**src/rtl/usb_rw_sequencer.sv**
```systemverilog
// Task-level sequencer: turns a read/write task into a setup OUT transaction followed by a
// data IN/OUT transaction, retrying failed transactions and reporting one result pulse per task.
module usb_rw_sequencer #(
    parameter logic [6:0] DEV_ADDR  = 7'd5,
    parameter logic [3:0] OUT_ENDP  = 4'd4,
    parameter logic [3:0] DATA_ENDP = 4'd8,
    parameter int         DATA_W    = 64,
    parameter int         MAX_RETRY = 3
) (
    input  logic              clk,
    input  logic              rst,
    input  logic              task_avail,
    input  logic [1:0]        id,
    input  logic [15:0]       mempage,
    input  logic [DATA_W-1:0] data_in,
    input  logic              trans_taken,
    input  logic              success_in,
    input  logic [DATA_W-1:0] data_read,
    output logic              trans_avail,
    output logic [3:0]        pid,
    output logic [3:0]        endp,
    output logic [6:0]        addr,
    output logic [DATA_W-1:0] data_field,
    output logic              task_taken,
    output logic              success_out,
    output logic [DATA_W-1:0] data_out,
    output logic [3:0]        retries
);

    typedef enum logic [1:0] {IDLE, OUT, DATA, DONE} state_t;

    localparam logic [3:0] PID_OUT   = 4'b0001;
    localparam logic [3:0] PID_IN    = 4'b1001;
    localparam logic [3:0] RETRY_LIM = 4'(MAX_RETRY);

    state_t            state, state_nxt;
    logic [1:0]        id_r, id_nxt;
    logic [15:0]       page_r, page_nxt;
    logic [DATA_W-1:0] wdata_r, wdata_nxt;
    logic [DATA_W-1:0] rdata_r, rdata_nxt;
    logic [3:0]        attempt_r, attempt_nxt;
    logic [3:0]        retries_r, retries_nxt;
    logic              success_r, success_nxt;
    logic              is_read;

    function automatic logic [3:0] sat_inc(input logic [3:0] v);
        return (v == 4'hF) ? v : v + 4'd1;
    endfunction

    assign is_read = (id_r == 2'b01);

    always_ff @(posedge clk) begin
        if (rst) begin
            state     <= IDLE;
            id_r      <= '0;
            page_r    <= '0;
            wdata_r   <= '0;
            rdata_r   <= '0;
            attempt_r <= '0;
            retries_r <= '0;
            success_r <= 1'b0;
        end else begin
            state     <= state_nxt;
            id_r      <= id_nxt;
            page_r    <= page_nxt;
            wdata_r   <= wdata_nxt;
            rdata_r   <= rdata_nxt;
            attempt_r <= attempt_nxt;
            retries_r <= retries_nxt;
            success_r <= success_nxt;
        end
    end

    always_comb begin
        state_nxt   = state;
        id_nxt      = id_r;
        page_nxt    = page_r;
        wdata_nxt   = wdata_r;
        rdata_nxt   = rdata_r;
        attempt_nxt = attempt_r;
        retries_nxt = retries_r;
        success_nxt = success_r;
        case (state)
            IDLE: begin
                if (task_avail) begin
                    id_nxt      = id;
                    page_nxt    = mempage;
                    wdata_nxt   = data_in;
                    rdata_nxt   = '0;
                    attempt_nxt = '0;
                    retries_nxt = '0;
                    success_nxt = 1'b0;
                    state_nxt   = (id == 2'b01 || id == 2'b10) ? OUT : DONE;
                end
            end
            OUT, DATA: begin
                if (trans_taken) begin
                    if (success_in) begin
                        attempt_nxt = '0;
                        if (state == OUT) begin
                            state_nxt = DATA;
                        end else begin
                            state_nxt   = DONE;
                            success_nxt = 1'b1;
                            if (is_read) rdata_nxt = data_read;
                        end
                    end else begin
                        retries_nxt = sat_inc(retries_r);
                        // Staying in state re-issues the identical request on the next cycle.
                        if (attempt_r < RETRY_LIM) begin
                            attempt_nxt = attempt_r + 4'd1;
                        end else begin
                            state_nxt   = DONE;
                            success_nxt = 1'b0;
                        end
                    end
                end
            end
            DONE: state_nxt = IDLE;
            default: state_nxt = IDLE;
        endcase
    end

    always_comb begin
        trans_avail = 1'b0;
        pid         = '0;
        endp        = '0;
        addr        = '0;
        data_field  = '0;
        task_taken  = 1'b0;
        success_out = 1'b0;
        data_out    = '0;
        retries     = '0;
        case (state)
            OUT: begin
                trans_avail = 1'b1;
                pid         = PID_OUT;
                endp        = OUT_ENDP;
                addr        = DEV_ADDR;
                data_field  = DATA_W'(page_r);
            end
            DATA: begin
                trans_avail = 1'b1;
                pid         = is_read ? PID_IN : PID_OUT;
                endp        = DATA_ENDP;
                addr        = DEV_ADDR;
                data_field  = is_read ? '0 : wdata_r;
            end
            DONE: begin
                task_taken  = 1'b1;
                success_out = success_r;
                data_out    = (success_r && is_read) ? rdata_r : '0;
                retries     = retries_r;
            end
            default: ;
        endcase
    end

endmodule

```
**config.mk**
```make
export PLATFORM = sky130hd
export DESIGN_NAME = usb_rw_sequencer
export DESIGN_NICKNAME = d
export VERILOG_FILES = /design/src/rtl/usb_rw_sequencer.sv
export SDC_FILE = /design/constraint.sdc
export NUM_CORES = 1
export LEC_CHECK = 0
export CAP_MARGIN = 20
export CORE_MARGIN = 10
export CORE_UTILIZATION = 43
export DETAILED_ROUTE_END_ITERATION = 6
export PLACE_DENSITY = 0.78
export SKIP_CTS_REPAIR_TIMING = 1
export SLEW_MARGIN = 30
export SYNTH_ARGS = -nofsm -noshare
export SYNTH_HDL_FRONTEND = slang
export SYNTH_SLANG_ARGS = --single-unit
export TNS_END_PERCENT = 30
```
**constraint.sdc**
```tcl
create_clock -name clk -period 3.1 [get_ports clk]
set_clock_uncertainty 0.2 [all_clocks]
set_input_delay 0.465 -clock clk [delete_from_list [all_inputs] [get_ports clk]]
set_output_delay 0.465 -clock clk [all_outputs]
set_load 0.005 [all_outputs]
```
Word-level counts from Yosys, hierarchy flattened
Cells that the tools add are included.
{"block": "word_totals", "regBits": 157, "latchBits": 0, "mem_bits_rw": 0, "rom_bits": 0, "input_bits": 151, "out_inout_bits": 150, "word_cells": 79, "n_memories": 0}
{"block": "op_classes", "n_addsub": 2, "n_mul": 0, "div": 0, "magnitude_cmp": 1, "n_eq_ne": 17, "shifts": 0, "mux": 40, "n_bitwise": 0, "reduce_logical": 11}
{"cell": "two-way mux 64 bit", "n": 8}
{"cell": "one-hot mux 64 bit (2 select lines)", "n": 2}
{"cell": "two-way mux 4 bit", "n": 9}
{"cell": "one-hot mux 4 bit (2 select lines)", "n": 4}
{"cell": "two-way mux 2 bit", "n": 5}
{"cell": "AND reduction 5 bit", "n": 2}
{"cell": "two-way mux 1 bit", "n": 9}
{"cell": "adder 4 x 1 -> 4 bit, second input constant", "n": 2}
{"cell": "!= test 2 bit, second input constant", "n": 4}
{"cell": "== test 2 x 1 -> 1 bit, second input constant", "n": 3}
{"cell": "== test 2 bit, second input constant", "n": 3}
{"cell": "!= test 2 x 1 -> 1 bit, second input constant", "n": 3}
{"cell": "!= test 3 bit, second input constant", "n": 2}
{"cell": "one-hot mux 2 bit (3 select lines)", "n": 1}
{"cell": "AND reduction 6 bit", "n": 1}
{"cell": "== test 4 bit, second input constant", "n": 1}
{"cell": "less-than comparator 4 x 2 -> 1 bit, second input constant", "n": 1}
{"cell": "AND reduction 4 bit", "n": 1}
{"cell": "two-way mux 3 bit", "n": 1}
{"cell": "!= test 3 x 1 -> 1 bit, second input constant", "n": 1}
{"cell": "AND reduction 3 bit", "n": 1}
{"cell": "zero test 2 bit", "n": 1}
{"cell": "one-hot mux 1 bit (2 select lines)", "n": 1}
{"cell": "AND reduction 2 bit", "n": 1}
{"cell": "4 further kinds", "n": 4}

Depth between registers and ports, before layout
Gate-level depths: netlist of the first run.
{"block": "logic_depth", "depth_word": 6, "ltp_mapped": 8, "mapped_depth_nobuf": 6}

Least setup slack after synthesis of the first run
No wires, ideal clock.
{"block": "synth_timing", "path_kind": "register to output", "from": "register state[1]", "to": "output data_field[0]", "arrival_ns": 1.785, "t_required_ns": 2.435, "slack_ns": 0.650, "path_stages_with_launch": 8, "cell_sequence": "dfxtp_1 > inv_1 > ha_1 > nand2_1 > nor2b_1 > clkbuf_1 > clkbuf_1 > a22o_1"}
{"block": "synth_via", "elab_chain_cells": 2}
{"item": "from (decl)", "line_no": "36", "rtl": "state_t state, state_nxt;"}
{"item": "from (signal assigned)", "line_no": "63", "rtl": "state <= state_nxt;"}
{"item": "== test 2 bit / == test 2 x 1 -> 1 bit (equally long branches)", "line_no": "134", "rtl": "case (state)"}
{"item": "one-hot mux 64 bit (2 select lines) *", "line_no": "134"}
{"item": "to (decl)", "line_no": "23", "rtl": "output logic [DATA_W-1:0] data_field,"}
Mark *: on every way between the ends. The rest lies on a longest branch, timed or not.

Final worst setup path of the first run
{"block": "layout_timing", "from": "register state[0]", "to": "output data_field[23]"}
The elaborated chain is that of the path after synthesis.

==> metrics.txt, run 1 <==
status finished clean; clock buffer count from CTS 17; Critical Path Source state[0]$_SDFFE_PP0P_; initial drt markers 420; cell breakdown of the critical path inv_2, ha_4, nand2_1, nor2b_4, buf_12, clkbuf_16, and2_1, clkdlybuf4s50_1; worst path arrival time roughly 2.4 ns; Setup WS post-layout 0.0594 ns; GRT Overall Usage 0.206; CTS tree done; n_diodes 0; Slew HR 0.592; worst-margin pin slew about 0.61 ns; Critical Path Fanout Max 16; first-pass GRT wire length 36.1 mm; die span in x 147 um; maximum vdd drop 0.367 mV; Area growth, synth to finish 54.6%; total power 7.38 mW; CP max stage delay about 0.52 ns; max frequency between 0.3 and 0.4 GHz; largest net degree at the start of global routing 78; Core ar. 0.0158 sq mm; Die Ht 147 um; Routed WL per cell 17.5 um; vias in the first global route approximately 6600; clk slew on worst S/H paths 0.06 ns; # DRC 0; number of distinct library cells after synthesis 34; CP Capture Type primary output; Final ANT Viol Nets 0; worst hold slack 0.245 ns; P_leak 4.45 nW; pre-CTS setup slack 0.340 ns; Max Root-Sink Buffers 2; number of synthesized register bits between 150 and 200; Hold Path Class reg2reg; met2 usage 0.318; top post-synthesis cells by area dfxtp_1, nand2_1, a21oi_1; slowest CP cell clkdlybuf4s50_1; Overflow after GRT 0; GR Layer Usage met1 0.249; CTS H-tree lvls 4; port bufs 291; Final Non-Filler Cells 1371; clk_lat worst skew roughly 0.42 ns; clock sink count between 150 and 200; crit start category register; routability cong. 0.779; starting density of the core 0.437; Mapped Cells around 890; # placed instances about 1300; Post-Route WL 23.9 mm; YS warnings 0; Ports 301; nets@finish 1300; post-synth top area cell dfxtp_1; vias per cell 5.00; DP Wirelength roughly 17 mm; FF-to-FF Start state[0]$_SDFFE_PP0P_; Final Max Slew Viols 0; crit path kind reg2out; share of the synthesized area in the top cell type 0.455; area of the mapped netlist 0.00691 sq mm; total die area 0.0215 sq mm; setup_tns 0 ns; syn avg cell area 7.76 sq um; hold_sp rdata_r[55]$_SDFFE_PP0P_; period utilization 0.981; Reg2Reg Setup Slack 0.62 ns; required time of the worst setup path 2.43 ns; final setup fails 0; minimum clock period 3.04 ns; antenna violations before repair 0; gr busiest metal met2; DR vias 6860; power per cell area 690 mW/mm^2; site row count 46; DR pass1 iterations 5; Final Hold Fails 0; ratio of cells with drive above 1 in the final layout 0.0563; post-synthesis sequential area ratio 0.455; Max Cap Viol 0; CTS Root Cell clkbuf_16; met3 usage 0.0900
[routing by layer]
metal	vias up	part of all wire	routed length (um)
met5	-	0	0
met4	0	0.021	499
met3	34	0.12	2840
met2	285	0.45	10900
met1	3131	0.41	9730
li1	3410	-	-
[layout by cell type, fill, tap and decap left out, drive strengths merged, types with 2 or more instances in the layout]
cell and count:
clkdlybuf4s50 258, nand2 233, dfxtp 157, a21oi 152, and2 121, nand3 68
dlymetal6s2s 32, clkbuf 22, buf 18, a22o 17, conb 9, inv 8
ha 7, nand2b 6, nor2 5, nor2b 5, bufinv 4, nor3 3
or3 3, nor4 3, clkinv 3, o41ai 2, a211oi 2, o31a 2
o21ai 2, clkinvlp 2, nand4b 2
[cells in the mapped netlist]
library cell / count
a211oi_1: 2
a21oi_1: 152
a221o_1: 1
a221oi_4: 1
a22o_1: 17
and2_1: 121
and2b_1: 1
buf_2: 2
buf_4: 12
buf_6: 12
clkbuf_1: 60
conb_1: 1
dfxtp_1: 157
ha_1: 7
inv_1: 5
mux2_2: 1
nand2_1: 233
nand2b_1: 6
nand3_1: 68
nand4b_1: 1
nand4b_2: 1
nor2_1: 5
nor2b_1: 5
nor3_1: 3
nor4_1: 3
o21ai_0: 2
o22ai_1: 1
o311ai_0: 1
o31a_1: 2
o32ai_1: 1
o41ai_1: 2
or2_2: 1
or3_1: 3
xor2_1: 1
[worst max-delay path: cells and delay by family, from the launching register on]
family | cells | cell delay [ns]
AND/OR/NAND/NOR | 3 | 0.39
buffers and inverters | 4 | 0.90
adder cells (fa/ha/maj) | 1 | 0.28
flip-flops | 1 | 0.37
[cells by family after synthesis]
kind of cell	count (synthesis)	share of synthesized area
DFF	157	0.455
and+or+nand+nor	451	0.311
AOI/OAI and AO/OA	182	0.149
other	1	0.000542
xor gates and xnor gates	1	0.00127
muxes	1	0.00163
adders and majority gates	7	0.0127
buffers and inverters	91	0.0693
[metrics by stage]
| stage | utilization | area [sq um] |
|---|---|---|
| after floorplan | - | 6940 |
| after global placement | 0.623 | 9870 |
| after detailed placement | 0.623 | 9870 |
| after CTS | 0.664 | 10500 |
| after global routing | 0.675 | 10700 |
| final | 0.675 | 10700 |
[area by class of cell]
cell class	instances	area, sq um
fillers	1322	5140
multi-input cells	651	3350
repair buffers	310	3260
flip-flops and latches	157	3150
clock buffers	20	457
well taps	216	270
clock inverters	12	184
inverters	5	18.8
[worst paths after layout]
kind / cells past startpoint / end
setup / recovery: 8 / data_field[23]
hold / removal: 2 / rdata_r[55]$_SDFFE_PP0P_
setup reg to reg: 8 / rdata_r[53]$_SDFFE_PP0P_
hold reg to reg: 2 / rdata_r[55]$_SDFFE_PP0P_
[registers in the layout (all words and copies together) (netlist names)]
| name | cells |
|---|---|
| attempt_r | 4 |
| id_r | 2 |
| page_r | 16 |
| rdata_r | 64 |
| retries_r | 4 |
| state | 2 |
| success_r | 1 |
| wdata_r | 64 |
[where the power goes]
group          leakage, nW  switching (mW)  internal [mW]  total [mW]
registers             1.28           0.207           2.42        2.62
logic                 2.87            1.50           1.00        2.50
clock network        0.308           0.848           1.40        2.25
total                 4.45            2.56           4.82        7.38
Note: power is estimated with default switching activity, not from simulation.
==> run 2: changes to the inputs <==
Settings changed: REMOVE_ABC_BUFFERS set to 1.
==> run 2 against run 1 <==
Against the previous run: global-route usage rose by 0.087 points; cell count fell by 0.36%; sequential power about the same; critical endpoint is now data_field[37]; register-to-register slack got worse by 0.05 ns.
==> metrics.txt, run 2 (synthesis gave the netlist of run 1 again) <==
minimum clock period 3.03 ns (-0.00812 ns); biggest regs rdata_r x64, wdata_r x64, page_r x16; crit start category register; # placed instances 1332 (-0.22%); period utilization 0.978 (-0.00262); Critical Path Source state[1]$_SDFFE_PP0P_; R2R depth 8 (unchanged); setup_tns 0 ns (unchanged); worst path arrival time 2.37 ns (about the same); site row count 46 (unchanged); clock buffer count from CTS 17 (unchanged); maximum vdd drop 0.598 mV (+63%); design area 0.0106 sq mm (-1.2%); FF-to-FF Start state[1]$_SDFFE_PP0P_; Ports 301 (unchanged); largest net degree at the start of global routing 84 (+7.7%); Placed Area 0.00983 sq mm (-0.35%); Overflow after GRT 0 (unchanged); vias per cell 5.00 (about the same); vias in the first global route 6500 (-0.85%); CTS H-tree lvls 4 (unchanged); Slew HR 0.436 (-0.156); routability cong. 0.808 (+3.7%); GRT Overall Usage 0.207 (+0.000868); Setup WS post-layout 0.0675 ns (+0.00812 ns); hold path cells 2 (unchanged); clk_lat worst skew 0.41 ns (about the same); max frequency 0.330 GHz (+0.27%); Critical Path Fanout Max 16 (unchanged); fillers 1333 (+0.83%); first-pass GRT wire length 36.3 mm (+0.52%); required time of the worst setup path 2.43 ns (about the same); initial drt markers 405 (-3.6%); commonest non-fill, non-tap cell in the layout clkdlybuf4s50_1; hold_sp rdata_r[5]$_SDFFE_PP0P_; ratio of cells with drive above 1 in the final layout 0.0513 (-0.00497); Area growth, synth to finish 52.8%; Routed WL per cell 17.7 um (+1.7%); DR pass1 iterations 5 (unchanged); final setup fails 0 (unchanged); Final Max Slew Viols 0 (unchanged); DR vias 6829 (-0.45%); port bufs 291 (unchanged); pre-CTS setup slack 0.361 ns (+0.0210 ns); CTS Root Cell clkbuf_16; die span in x 147 um (unchanged); status finished clean; Final ANT Viol Nets 0 (unchanged); Multi-input gate area 0.00335 sq mm (about the same); DP Wirelength 16.5 mm (-0.61%); # DRC 0 (unchanged); clock sink count 157 (unchanged); Die Ht 147 um (unchanged); Hold Path Class reg2reg; worst-margin pin slew 0.846 ns (+0.234 ns); crit path kind reg2out; power per cell area 691 mW/mm^2 (about the same); total power 7.30 mW (-1.1%); antenna violations before repair 0 (unchanged); clk slew on worst S/H paths 0.06 ns (about the same); P_leak 3.87 nW (-13%); commonest cells after routing, fill and taps aside clkdlybuf4s50_1, nand2_1, dfxtp_1, a21oi_1, and2_1; Final Non-Filler Cells 1366 (-0.36%); Max Cap Viol 0 (unchanged); Core ar. 0.0158 sq mm (unchanged); n_diodes 0 (unchanged); FF+latch area 0.00315 sq mm (about the same); Post-Route WL 24.2 mm (+1.3%); CTS tree done; nets@finish 1297 (-0.23%); starting density of the core 0.437 (unchanged); total die area 0.0215 sq mm (unchanged); CP Capture Type primary output; Max Root-Sink Buffers 2 (unchanged); Final Hold Fails 0 (unchanged)
## run 2: metrics by stage
stage | hold slack (ns) | util
6_report | 0.244 | 0.667
5_1_grt | 0.258 | 0.667
4_1_cts | 0.247 | 0.661
3_5_place_dp | 0.239 | 0.621
3_3_place_gp | 0.233 | 0.621
2_1_floorplan | 0.221 | -
## run 2: worst paths after layout
| kind | end | slack (ns) |
|---|---|---|
| max | data_field[37] | 0.07 |
| min | rdata_r[5]$_SDFFE_PP0P_ | 0.24 |
| max reg2reg | rdata_r[21]$_SDFFE_PP0P_ | 0.57 |
| min reg2reg | rdata_r[5]$_SDFFE_PP0P_ | 0.24 |
## run 2: where the power goes
| group | switching (mW) | leakage, nW | total, mW | internal, mW |
|---|---|---|---|---|
| registers | 0.211 | 1.28 | 2.63 | 2.42 |
| clock network | 0.790 | 0.302 | 2.21 | 1.42 |
| logic | 1.48 | 2.29 | 2.45 | 0.971 |
| total | 2.48 | 3.87 | 7.30 | 4.82 |
## run 2: area by class of cell
cell class | instances | area share
tap | 216 | 0.0256
sequential | 157 | 0.298
clock buffer | 24 | 0.0465
timing repair buffer | 307 | 0.298
multi-input combinational | 651 | 0.317
inverter | 5 | 0.00178
clock inverter | 6 | 0.0126
## run 2: worst max-delay path: stages (launching register included)
cell and delay (ns):
dfxtp_4 0.37, inv_2 0.06, ha_4 0.28, nand2_1 0.09, nor2b_4 0.14, buf_12 0.13, buf_6 0.19, and2_1 0.16
clkdlybuf4s50_1 0.51
## run 2: metal layers
metal / global-route usage / up-vias / wire [um]
met5: 0 / - / 0
met4: 0.0666 / 0 / 424
met3: 0.108 / 29 / 2950
met2: 0.310 / 297 / 10700
met1: 0.250 / 3103 / 10100
li1: - / 3400 / -
==> patch 1: new RTL, settings of run 1 <==
Put a register stage on the output `data_out`, cleared by the reset. The value now appears one clock later. The other outputs are not delayed to match.
--- a/src/rtl/usb_rw_sequencer.sv
+++ b/src/rtl/usb_rw_sequencer.sv
@@ -32,6 +32,8 @@
     localparam logic [3:0] PID_OUT   = 4'b0001;
     localparam logic [3:0] PID_IN    = 4'b1001;
     localparam logic [3:0] RETRY_LIM = 4'(MAX_RETRY);
+
+    logic [DATA_W-1:0] data_d;
 
     state_t            state, state_nxt;
     logic [1:0]        id_r, id_nxt;
@@ -129,7 +131,7 @@
         data_field  = '0;
         task_taken  = 1'b0;
         success_out = 1'b0;
-        data_out    = '0;
+        data_d      = '0;
         retries     = '0;
         case (state)
             OUT: begin
@@ -149,12 +151,20 @@
             DONE: begin
                 task_taken  = 1'b1;
                 success_out = success_r;
-                data_out    = (success_r && is_read) ? rdata_r : '0;
+                data_d      = (success_r && is_read) ? rdata_r : '0;
                 retries     = retries_r;
             end
             default: ;
         endcase
     end
 
+    always_ff @(posedge clk) begin
+        if (rst) begin
+            data_out <= '0;
+        end else begin
+            data_out <= data_d;
+        end
+    end
+
 endmodule
 
Function: changed (Yosys sat finds a counterexample within 4 cycles, from zero or initial values and one cycle with rst high).
==> patch 1 against run 1 <==
  * Sequential power grew 32%
  * Wire length is 6.4% higher
  * Sequential cell count up 64
  * Final area grew 14%
  * Power up 22%
  * First-iteration DRC count decreased by 4.3%
  * Synthesized area increased by 19%
  * Synthesized cell count grew 7.1%
  * Worst setup slack worse by 19 ps
==> patch 1: results (changes against run 1) <==
\begin{tabular}{lr}
\hline
Metric & Value \\
\hline
\multicolumn{2}{l}{\textbf{Synthesis}} \\
\quad Most frequent cells after synthesis & nand2\_1, dfxtp\_1, a21oi\_1, and2\_1, nand3\_1 \\
\quad Post-synthesis mux area share & 0.00137 (-0.000256) \\
\quad Unique masters post-synth & 35 (+2.9\%) \\
\quad Fraction of post-synthesis cell area in the top cell type by area & 0.540 (+0.0849) \\
\quad Most area-consuming cells after synthesis & dfxtp\_1, nand2\_1, a21oi\_1 \\
\quad Sequential element share of the synthesized area & 0.540 (+0.0849) \\
\quad Area share of fa/ha/maj cells after synthesis & 0.0122 (-0.000463) \\
\multicolumn{2}{l}{\textbf{Placed design}} \\
\quad Pre-CTS setup slack & 355 ps (+14.2 ps) \\
\quad Half-perimeter wire length of the detailed placement result & 16.6 mm (+0.34\%) \\
\quad Final Wtd Congestion & 0.834 (+7.0\%) \\
\multicolumn{2}{l}{\textbf{Pwr}} \\
\quad Pint & 6.09 mW (+26\%) \\
\quad Power attributed to the clock group & 3.01 mW (+34\%) \\
\multicolumn{2}{l}{\textbf{GRT}} \\
\quad First-pass GRT wire length & 37.7 mm (+4.5\%) \\
\quad Met3 global-route usage & 0.0934 (+0.00336) \\
\quad Pin count of the biggest net entering global routing & 87 (+12\%) \\
\quad Global routing met1 resource utilization & 0.223 (-0.0255) \\
\quad Global routing met2 resource utilization & 0.290 (-0.0279) \\
\multicolumn{2}{l}{\textbf{Worst hold path}} \\
\quad Path class of the lowest-slack min-delay path & input port to flop \\
\multicolumn{2}{l}{\textbf{Clocking}} \\
\quad Total CTS buffers & 24 (+7) \\
\quad Depth of the CTS H-tree & 1 (-3) \\
\quad Clock latency of the later-clocked register in the worst-skew pair & 510 ps (+90 ps) \\
\multicolumn{2}{l}{\textbf{Final layout}} \\
\quad Largest registers in the final layout & data\_out (64), rdata\_r (64), wdata\_r (64) \\
\quad Net count, final & 1370 (+5.4\%) \\
\multicolumn{2}{l}{\textbf{Critical path}} \\
\quad Max incr delay on CP & 500 ps (-20 ps) \\
\multicolumn{2}{l}{\textbf{Detailed routing}} \\
\quad Wire length on met1 & 10.4 mm (+6.4\%) \\
\quad Count of routing violations after the opening detailed-route iteration & 402 (-4.3\%) \\
\quad Vias/cell & 4.99 (-0.29\%) \\
\quad Detailed route wirelength on metal2 & 11.5 mm (+5.9\%) \\
\multicolumn{2}{l}{\textbf{Run status}} \\
\quad Run status & finished, final reports clean \\
\multicolumn{2}{l}{\textbf{STA}} \\
\quad Pin slew with the least headroom to its limit & 866 ps (+254 ps) \\
\hline
\end{tabular}
## patch 1: cell count changes after synthesis, sizes merged
cell / before / now
buf: 26 / 25
nor3b: 0 / 1
nor2b: 5 / 4
dfxtp: 157 / 221
clkbuf: 60 / 59
ha: 7 / 8
## patch 1: through the flow
stage,power (mW),cells
2_1_floorplan,5.17,962
3_3_place_gp,5.85,1414
3_5_place_dp,5.90,1414
4_1_cts,8.91,1458
5_1_grt,9.45,1463
6_report,8.97,1463
## patch 1: worst paths after layout
kind	depth (start not counted)	start	slack [ps]	end
max	8	state[1]	40	data_field[7]
min	2	rst	120	rdata_r[45]
max reg2reg	8	state[1]	550	rdata_r[41]
min reg2reg	1	rdata_r[26]	240	data_out[26]
## patch 1: layout make-up
type                            count  area [um^2]
Clock buffer                       34          719
Clock inverter                     10          130
Fill cell                        1505         6470
Inverter                            5         18.8
Multi-Input combinational cell    652         3380
Sequential cell                   221         4430
Tap cell                          234          293
Timing Repair Buffer              307         3270
==> patch 2: new RTL, config.mk and constraints of run 1 <==
Without the edit above. Change the parameter `DATA_W` from 64 to 128.
--- a/src/rtl/usb_rw_sequencer.sv
+++ b/src/rtl/usb_rw_sequencer.sv
@@ -4,7 +4,7 @@
     parameter logic [6:0] DEV_ADDR  = 7'd5,
     parameter logic [3:0] OUT_ENDP  = 4'd4,
     parameter logic [3:0] DATA_ENDP = 4'd8,
-    parameter int         DATA_W    = 64,
+    parameter int         DATA_W    = 128,
     parameter int         MAX_RETRY = 3
 ) (
     input  logic              clk,
Ports: changed (resized data_field, data_in, data_out and data_read); port bits go from 301 to 557. No check against the original RTL was run, so the function may have changed too.
==> patch 2 against run 1 <==
  * The run now ends with negative setup slack left
  * Power up 77%
  * Final area up 83%
  * Wire length grew 110%
  * Sequential cell count rose by 128
  * Global-route usage increased by 4.6 points
  * Worst setup slack worse by 190 ps
  * Hold slack is essentially flat
  * Synthesized area up 82%
==> patch 2: results (changes against run 1) <==
\begin{tabular}{lr}
\hline
Metric & Value \\
\hline
\multicolumn{2}{l}{\textbf{Run status}} \\
\quad Run status & finished with violations \\
\quad Violations in the final reports & negative setup slack \\
\multicolumn{2}{l}{\textbf{Synthesis}} \\
\quad Most area-consuming cells after synthesis & dfxtp\_1, nand2\_1, and2\_1 \\
\quad Post-synthesis compound-gate area fraction & 0.133 (-0.0164) \\
\quad Unique masters post-synth & 41 (+21\%) \\
\quad Most frequent cells after synthesis & nand2\_1, dfxtp\_1, a21oi\_1, and2\_1, nand3\_1 \\
\quad Post-synthesis mux area share & 0.000896 (-0.000733) \\
\multicolumn{2}{l}{\textbf{Detailed routing}} \\
\quad Detailed-route via count & 12800 (+87\%) \\
\quad Count of routing violations after the opening detailed-route iteration & 898 (+110\%) \\
\multicolumn{2}{l}{\textbf{Clocking}} \\
\quad Number of buffers between clock root and the deepest sink & 3 (+1) \\
\quad Depth of the CTS H-tree & 1 (-3) \\
\quad Total CTS buffers & 31 (+14) \\
\quad Clock latency of the later-clocked register in the worst-skew pair & 540 ps (+120 ps) \\
\multicolumn{2}{l}{\textbf{Placed design}} \\
\quad Half-perimeter wire length of the detailed placement result & 35.8 mm (+120\%) \\
\quad Final Wtd Congestion & 0.839 (+7.7\%) \\
\quad Number of input and output port buffers inserted & 547 (+88\%) \\
\quad Pre-CTS setup slack & 249 ps (-91.1 ps) \\
\multicolumn{2}{l}{\textbf{GRT}} \\
\quad Pin count of the biggest net entering global routing & 147 (+88\%) \\
\quad Vias in the first global route & 12400 (+89\%) \\
\quad All-layer global routing usage & 0.252 (+0.0457) \\
\quad Antenna violations before repair & 9 (+9) \\
\multicolumn{2}{l}{\textbf{Final layout}} \\
\quad Number of filler cells placed in the layout & 2286 (+73\%) \\
\quad Ratio of cells with drive above 1 in the final layout & 0.0516 (-0.00470) \\
\quad Largest registers in the final layout & rdata\_r (128), wdata\_r (128), page\_r (16) \\
\multicolumn{2}{l}{\textbf{STA}} \\
\quad Setup total negative slack & -5480 ps (-5480 ps) \\
\quad Setup Viol. Count Final & 97 (+97) \\
\quad Worst path setup slack after routing & -132 ps (-191 ps) \\
\multicolumn{2}{l}{\textbf{Pwr}} \\
\quad Worst IR Drop VDD & 0.566 mV (+54\%) \\
\quad Pleak & 9.92 nW (+120\%) \\
\multicolumn{2}{l}{\textbf{Critical path}} \\
\quad Max incr delay on CP & 550 ps (+30 ps) \\
\quad Crit path max fanout & 128 (+112) \\
\hline
\end{tabular}
patch 2: cell types whose count changed in the layout (fill, tap and decap cells not counted), moves of 64 or more:
cell,before,now
dlymetal6s2s_1,32,159
a21oi_1,152,279
nand2_1,232,423
clkdlybuf4s50_1,258,387
nand3_1,68,132
dfxtp_1,155,283
and2_1,120,245
patch 2: worst reg2reg max path: cells and delay by family (launching register included):
| kind | cells | cell delay (ps) |
|---|---|---|
| AOI/OAI and AO/OA | 2 | 530 |
| DFF | 1 | 370 |
| buffers and inverters | 4 | 800 |
| and+or+nand+nor | 2 | 210 |
| adders and majority gates | 1 | 260 |
patch 2: cell type report:
class	count	area (um^2)	area share
multi-input combinational	1165	5870	0.299
clock buffer	43	901	0.0459
sequential	285	5710	0.291
timing repair buffer	585	6460	0.330
antenna	10	25.0	0.00128
tap	384	480	0.0245
inverter	4	15.0	0.000766
clock inverter	12	143	0.00727
patch 2: stage by stage:
stage / cell area, um^2 / utilization / hold slack [ps] / std cells
final: 19600 / 0.681 / 245 / 2488
after floorplan: 12600 / - / 225 / 1604
after global routing: 19600 / 0.681 / 244 / 2486
after CTS: 19000 / 0.659 / 228 / 2469
after global placement: 17900 / 0.622 / 233 / 2414
after detailed placement: 17900 / 0.622 / 239 / 2414
patch 2: path summary, 6_finish.rpt:
| check | from | slack (ps) | depth (start not counted) | end |
|---|---|---|---|---|
| setup reg to reg | state[1] | 660 | 9 | rdata_r[13] |
| hold reg to reg | rdata_r[6] | 240 | 2 | rdata_r[6] |
| setup / recovery | state[1] | -130 | 6 | data_out[33] |
| hold / removal | rdata_r[6] | 240 | 2 | rdata_r[6] |
patch 2: routing by layer:
metal  GRT usage  routed length (um)  vias up
met5           0                   7        -
met4       0.118                2190        2
met3       0.101                5320      104
met2       0.432               25000      530
met1       0.265               18000     6049
li1            -                   -     6130
patch 2: power groups by stage:
stage / logic, mW / registers [mW] / clock network (mW)
6_report: 4.52 / 4.77 / 3.78
5_1_grt: 4.97 / 4.85 / 4.00
4_1_cts: 4.32 / 4.76 / 3.84
3_5_place_dp: 4.29 / 4.83 / 0
3_3_place_gp: 4.21 / 4.81 / 0
2_1_floorplan: 3.47 / 4.69 / 0
patch 2: cells by family after synthesis:
kind of cell / Yosys count
multiplexers: 1
adder cells (fa/ha/maj): 7
buffers and inverters: 154
other: 1
XOR/XNOR: 1
AND/OR/NAND/NOR: 838
AO/OA/AOI/OAI: 309
flip-flops: 285
